File: src/rtl/pipe_ctrl.sv
// Pipeline stall controller: merges ID load-use requests with the EX multi-cycle mul/div timer.
// Optional stall-cycle counter is built when PIPE_STALL_CNT_EN is defined.
module pipe_ctrl #(
   parameter int unsigned MD_CNT_W = 6
) (
   input  logic                clk,
   input  logic                rst,
   input  logic                stallreq_id,
   input  logic                md_start,
   input  logic [MD_CNT_W-1:0] md_len,
   output logic [5:0]          stall,
   output logic                md_ready,
   output logic                md_busy,
   output logic [31:0]         stall_cycles
);

   localparam logic [5:0] StallMd  = 6'b001111;
   localparam logic [5:0] StallLd  = 6'b000111;
   localparam logic [5:0] StallNone = 6'b000000;

   typedef enum logic [0:0] {StIdle, StBusy} state_e;

   state_e              state_q, state_d;
   logic [MD_CNT_W-1:0] cnt_q, cnt_d;
   logic                single_cycle;

   // A length of 0 behaves like 1: the op finishes in its issue cycle.
   assign single_cycle = (md_len <= MD_CNT_W'(1));

   always_comb begin
      state_d  = state_q;
      cnt_d    = cnt_q;
      stall    = StallNone;
      md_ready = 1'b0;
      unique case (state_q)
         StIdle: begin
            if (md_start) begin
               stall = StallMd;
               if (single_cycle) begin
                  md_ready = 1'b1;
               end else begin
                  cnt_d   = md_len - MD_CNT_W'(1);
                  state_d = StBusy;
               end
            end else if (stallreq_id) begin
               stall = StallLd;
            end
         end
         StBusy: begin
            stall = StallMd;
            cnt_d = cnt_q - MD_CNT_W'(1);
            if (cnt_q == MD_CNT_W'(1)) begin
               md_ready = 1'b1;
               state_d  = StIdle;
            end
         end
         default: begin
            state_d = StIdle;
         end
      endcase
   end

   always_ff @(posedge clk) begin
      if (rst) begin
         state_q <= StIdle;
         cnt_q   <= '0;
      end else begin
         state_q <= state_d;
         cnt_q   <= cnt_d;
      end
   end

   assign md_busy = (state_q == StBusy);

`ifdef PIPE_STALL_CNT_EN
   logic [31:0] stall_cycles_q;

   always_ff @(posedge clk) begin
      if (rst) begin
         stall_cycles_q <= '0;
      end else if (stall[0] && (stall_cycles_q != 32'hFFFF_FFFF)) begin
         stall_cycles_q <= stall_cycles_q + 32'd1;
      end
   end

   assign stall_cycles = stall_cycles_q;
`else
   assign stall_cycles = 32'h0;
`endif

endmodule

File: config.mk
export PLATFORM = sky130hd
export DESIGN_NAME = pipe_ctrl
export DESIGN_NICKNAME = d
export VERILOG_FILES = /design/src/rtl/pipe_ctrl.sv
export SDC_FILE = /design/constraint.sdc
export NUM_CORES = 1
export LEC_CHECK = 0
export ABC_CLOCK_PERIOD_IN_PS = 3100
export CAP_MARGIN = 20
export CORE_ASPECT_RATIO = 1.25
export CORE_UTILIZATION = 40
export CTS_CLUSTER_SIZE = 24
export DETAILED_ROUTE_END_ITERATION = 10
export PLACE_DENSITY = 0.94
export SYNTH_ARGS = -nofsm -noshare
export SYNTH_HDL_FRONTEND = slang
export SYNTH_SLANG_ARGS = --single-unit
File: constraint.sdc
create_clock -name clk -period 3.1 [get_ports clk]
set_input_delay 0.62 -clock clk [delete_from_list [all_inputs] [get_ports clk]]
set_output_delay 0.62 -clock clk [all_outputs]
set_load 0.02 [all_outputs]
==> flow_summary.toml, run 1 <==
[global_routing]
grt_pass1_wl_um = 2590
groute.usage.overall_pct = 14.7
grt_pass1_vias = 623
grt_use_met1_pct = 14.5
grt_start_max_net_pins = 16
antenna_found_initial = 0
met3_usage_pct = 3.02
busiest_layer = "met2"
gr-total-overflow = 0
gr-usage-met2_pct = 28.0

[clocking]
cts_hold_buffers = 0
path_clk_slew_ps = 50
h-tree-depth = 1
root_buffer = "clkbuf_4"
numCtsBuffers = 3
cts_tree = "built"
clock-sinks = 7
clock_tree.buffer_depth = 2
clk_latency_ps = 240

[setup_path]
worst-setup-path-type = "in2out"
crit_start = "md_len[1]"
worst_ep_arrival_time_ps = 2060
endpoint_kind = "output pin"
required_ps = 2480
r2r_setup_slack_ps = 1430
cp_max_fo = 5
crit_chain = "clkdlybuf4s50_1 -> inv_1 -> ha_1 -> nor2_2 -> nand4b_1 -> nand2_1 -> dlymetal6s2s_1"
cpPeakStageDelay_ps = 550
r2r_start = "md_busy$_SDFF_PP0_"
start_kind = "input port"
crit_path_top_delay_cell = "clkdlybuf4s50_1"
worstPathBufferInverterCount = 3
path_delay_family = "buffers and inverters"

[route]
finalWirelength_um = 1670
vias_per_cell = 4.86
wl_per_cell_um = 11.7
drc = 8
drt_iter0_markers = 32
drtPass1Iterations = 7
ant_nets = 0
num_vias = 695

[synth]
yosys.cell_types.count = 38
ys_ff_latch = 7
synth_mux_area_share_pct = 2.33
synth-xor-area-share_pct = 2.04
synth_top_family_by_area = "buffers and inverters"
ys_seq_area_share_pct = 16.3
synth_compound_area_share_pct = 19.1
yosys.area_share.adder_pct = 5.83
synthSimpleGateAreaFrac_pct = 18.1
avgSynthCellArea_um2 = 8.02
yosysWarnings = 0
synthCells = 107
syn_area_um2 = 858

[pwr]
p_seq_share_pct = 33.5
power_frac_comb_pct = 43.8
swShare_pct = 40.4
power_switching_mw = 0.141
finalPower_mw = 0.348
p_per_area_nw_per_um2 = 378
p_clk_share_pct = 22.7
leakage_nw = 0.449
vdd_drop_max_mv = 0.227
p_int_mw = 0.207

[timing]
hold_violations = 0
finClkSkew_ps = 2.26
finalCriticalPeriod_ps = 2680
finalMaxSlewViolations = 0
fin_crit_sh_pct = 86.5
rsz0062_at_grt = "false"
worstMarginPinSlew_ps = 701
setup_viol = 0
fmax_mhz = 373
max_slew_margin_pct = 53.1
tns_ps = 0

[layout]
multi_input_area_um2 = 537
final_layout_size_suffix_gt1_share_pct = 9.76
fin_cells = 143
syn_to_final_growth_pct = 7.43
final_common_cell = "conb_1"
final_nets = 138
fillerInstances = 208
n_antenna_cell = 0
seq_area_um2 = 140
mostFrequentLayoutCells = "conb_1, clkdlybuf4s50_1, dfxtp_1, nor2_1"

[place]
portBuffers = 15
hpwl_um = 1300
placed_cells = 139
gp_congestion = 0.836

[worst_hold_path]
min_from = "cnt_q[5]$_SDFFE_PP0P_"
min_path_type = "reg2reg"

[outcome]
outcome = "finished with violations"
violations = "design-rule violations"

[die]
io_pins = 50
die_h_um = 53.8
rows = 18
die_w_um = 43.4
coreArea_um2 = 2000
dieArea_um2 = 2340
start_util_pct = 42.8

[job]
drv_cap = 0
-- kinds of logic (layout without fill, tap and decap cells) --
logic type / Yosys count / in the layout
muxes: 2 / 2
other: 1 / 34
AOI/OAI and AO/OA: 20 / 20
and+or+nand+nor: 27 / 27
DFF: 7 / 7
adders and majority gates: 4 / 4
xor gates and xnor gates: 2 / 2
buffers and inverters: 44 / 27
-- what timing repair did --
item,in CTS,in global routing
buffers inserted,0,0
setup endpoints to repair,0,1
resized for setup,0,2
endpoints found under the hold margin,0,0
-- power by group through the flow --
stage / Sequential (mW) / Combinational, mW / Clock, mW
after floorplan: 0.113 / 0.146 / 0
after global placement: 0.116 / 0.145 / 0
after detailed placement: 0.118 / 0.149 / 0
after CTS: 0.116 / 0.150 / 0.0829
after global routing: 0.118 / 0.166 / 0.0899
final: 0.117 / 0.153 / 0.0791
-- state kept, by name, indices dropped and copies added, names as in the netlist --
name / count
cnt_q: 6
md_busy: 1
-- final timing paths --
| kind | to | cells past startpoint |
|---|---|---|
| max reg2reg | cnt_q[1]$_SDFFE_PP0P_ | 3 |
| min reg2reg | cnt_q[5]$_SDFFE_PP0P_ | 2 |
| min | cnt_q[5]$_SDFFE_PP0P_ | 2 |
| max | md_ready | 7 |
-- worst reg2reg max path: cells and delay by family (launching register included) --
family	cells	cell delay (ps)
compound gates	1	780
flops	1	470
mux	1	260
simple gates	1	50
-- cell usage after synthesis --
cell type,n,area (um^2)
a211o_1,1,8.76
nand3_1,1,5.00
a211oi_2,1,12.5
or3_1,1,6.26
a21oi_2,1,8.76
nor3b_1,3,22.5
or2_2,1,6.26
nor2_1,7,26.3
conb_1,1,3.75
buf_1,1,3.75
nand4b_1,1,8.76
a21o_1,1,7.51
mux2i_1,2,20.0
o211a_1,1,10.0
o21ai_1,3,15.0
inv_1,5,18.8
o31a_1,1,8.76
buf_4,36,270
o41ai_4,1,27.5
o21a_1,1,7.51
nand2b_1,2,12.5
a21oi_1,5,25.0
a32oi_1,1,8.76
and4b_1,1,10.0
ha_1,4,50.1
o32ai_1,1,8.76
or4_1,1,7.51
clkbuf_1,1,3.75
xor2_1,1,8.76
or3_4,1,11.3
buf_6,1,11.3
o22ai_1,1,6.26
xnor2_1,1,8.76
nor3_1,3,15.0
nor4_1,2,12.5
dfxtp_1,7,140
o311ai_0,1,8.76
nand2_1,3,11.3
-- routing by layer --
layer	up-vias	wire length (um)
met4	0	30
met5	-	0
met3	4	100
met1	323	633
met2	37	908
li1	331	-
-- final cells by class --
| class | count | share of cell area (%) |
|---|---|---|
| well taps | 20 | 2.71 |
| repair buffers | 18 | 19.0 |
| flip-flops and latches | 7 | 15.2 |
| multi-input cells | 89 | 58.2 |
| inverters | 5 | 2.04 |
| clock buffers | 4 | 2.85 |
-- metrics by stage --
stage                     hold WS (ps)  area (um^2)  setup WS, ps  utilization [%]
after detailed placement           481          891          50.9             44.4
final                              491          922           419             46.0
after floorplan                    455          982          1130                -
after global placement             469          891           107             44.4
after global routing               515          922           311             46.0
after CTS                          488          917          30.5             45.8
No activity file was read; power rests on OpenSTA's default activity.
==> run 2, diff against run 1 <==
CTS_BUF_LIST = sky130_fd_sc_hd__clkbuf_16   (was default)
==> flow_summary.toml, run 2 (synthesis results as in run 1) <==
[die]
die_w_um = 43.4
die_h_um = 53.8
io_pins = 50
coreArea_um2 = 2000
rows = 18
dieArea_um2 = 2340
start_util_pct = 42.8

[route]
wl_per_cell_um = 11.7
drt_iter0_markers = 28
drc = 8
finalWirelength_um = 1680
drtPass1Iterations = 7
vias_per_cell = 4.90
num_vias = 701
ant_nets = 0

[timing]
finalCriticalPeriod_ps = 2680
max_slew_margin_pct = 53.1
hold_violations = 0
finClkSkew_ps = 3.51
tns_ps = 0
fin_hold_ws_ps = 489
setup_viol = 0
finalMaxSlewViolations = 0
worstMarginPinSlew_ps = 701
rsz0062_at_grt = "false"
fmax_mhz = 373
fin_crit_sh_pct = 86.5

[clocking]
clk_latency_ps = 230
clock-sinks = 7
cts_hold_buffers = 0
h-tree-depth = 1
cts_tree = "built"
root_buffer = "clkbuf_16"
numCtsBuffers = 3
clock_tree.buffer_depth = 2
path_clk_slew_ps = 30

[layout]
fin_cells = 143
final_nets = 138
final_common_cell = "conb_1"
largest_register = "cnt_q"
n_antenna_cell = 0
fillerInstances = 202
largest_reg_flops = 6
syn_to_final_growth_pct = 13.6
final_layout_size_suffix_gt1_share_pct = 9.76
mostFrequentLayoutCells = "conb_1, clkdlybuf4s50_1, dfxtp_1, inv_1, nor2_1"

[pwr]
p_int_mw = 0.326
power_frac_comb_pct = 31.6
power_switching_mw = 0.156
p_clk_share_pct = 44.1
p_per_area_nw_per_um2 = 495
swShare_pct = 32.3
leakage_nw = 0.477
p_seq_share_pct = 24.3
vdd_drop_max_mv = 0.431

[outcome]
violations = "design-rule violations"
outcome = "finished with violations"

[setup_path]
worst-path-stages = 7
cp_max_fo = 5
r2r_setup_slack_ps = 1430
r2r_end = "cnt_q[0]$_SDFFE_PP0P_"
crit_path_top_delay_cell = "clkdlybuf4s50_1"
worst-setup-path-type = "in2out"
crit_chain = "clkdlybuf4s50_1 -> inv_1 -> ha_1 -> nor2_2 -> nand4b_1 -> nand2_1 -> dlymetal6s2s_1"
path_delay_family = "buffers and inverters"
start_kind = "input port"
cpPeakStageDelay_ps = 550
worst_ep_arrival_time_ps = 2060
endpoint_kind = "output pin"
required_ps = 2480
worstPathBufferInverterCount = 3
reg2reg_depth = 3
r2r_start = "md_busy$_SDFF_PP0_"

[global_routing]
gr-total-overflow = 0
antenna_found_initial = 0
grt_start_max_net_pins = 16
grt_pass1_wl_um = 2590
groute.usage.overall_pct = 15.0
grt_pass1_vias = 619

[job]
drv_cap = 0

[place]
hpwl_um = 1300
gp_congestion = 0.836
portBuffers = 15
placed_cells = 139

[worst_hold_path]
min_path_type = "reg2reg"
min_from = "cnt_q[5]$_SDFFE_PP0P_"
min_path_cells = 2
min_to = "cnt_q[5]$_SDFFE_PP0P_"
run 2: worst min-delay path: cells and delay by family, from the launching register on:
family | cells | cell delay (ps)
flip-flops | 1 | 300
AO/OA/AOI/OAI | 2 | 130
run 2: worst max-delay path by stage:
stage	start	to	slack, ps
finish	md_len[1]	md_ready	420
global route	md_len[1]	md_ready	310
CTS	md_len[1]	md_ready	30
detailed placement	md_len[1]	md_ready	50
global placement	md_len[1]	md_ready	110
floorplan	md_len[0]	md_ready	1130
run 2: what timing repair did:
item | in CTS | in global routing
gates resized for setup | 0 | 2
setup endpoints to repair | 0 | 1
buffers inserted | 0 | 0
hold endpoints to repair | 0 | 0
run 2: routing by layer:
metal | track usage, % | vias to the layer above | routed length [um]
li1 | - | 332 | -
met1 | 14.5 | 324 | 633
met2 | 28.3 | 39 | 896
met3 | 2.01 | 6 | 95
met4 | 12.0 | 0 | 53
met5 | 0 | - | 0
run 2: final cells by class:
cell class	count	area [um^2]	area share, %
clock inverter	1	3.75	0.385
clock buffer	3	75.1	7.70
tap	20	25.0	2.57
sequential	7	140	14.4
multi-input combinational	89	537	55.1
inverter	5	18.8	1.93
timing repair buffer	18	175	18.0
run 2: metrics by stage:
step	utilization (%)	setup WS (ps)	instance area [um^2]	total power [mW]
after global routing	48.6	311	975	0.509
after CTS	48.4	30.5	970	0.485
after global placement	44.4	107	891	0.261
after floorplan	-	1130	982	0.259
final	48.6	418	975	0.482
after detailed placement	44.4	50.9	891	0.267
run 2: power groups by stage:
stage / combinational, mW / clock (mW) / sequential, mW
global route: 0.166 / 0.224 / 0.119
global placement: 0.145 / 0 / 0.116
floorplan: 0.146 / 0 / 0.113
CTS: 0.150 / 0.218 / 0.116
detailed placement: 0.149 / 0 / 0.118
finish: 0.153 / 0.213 / 0.117
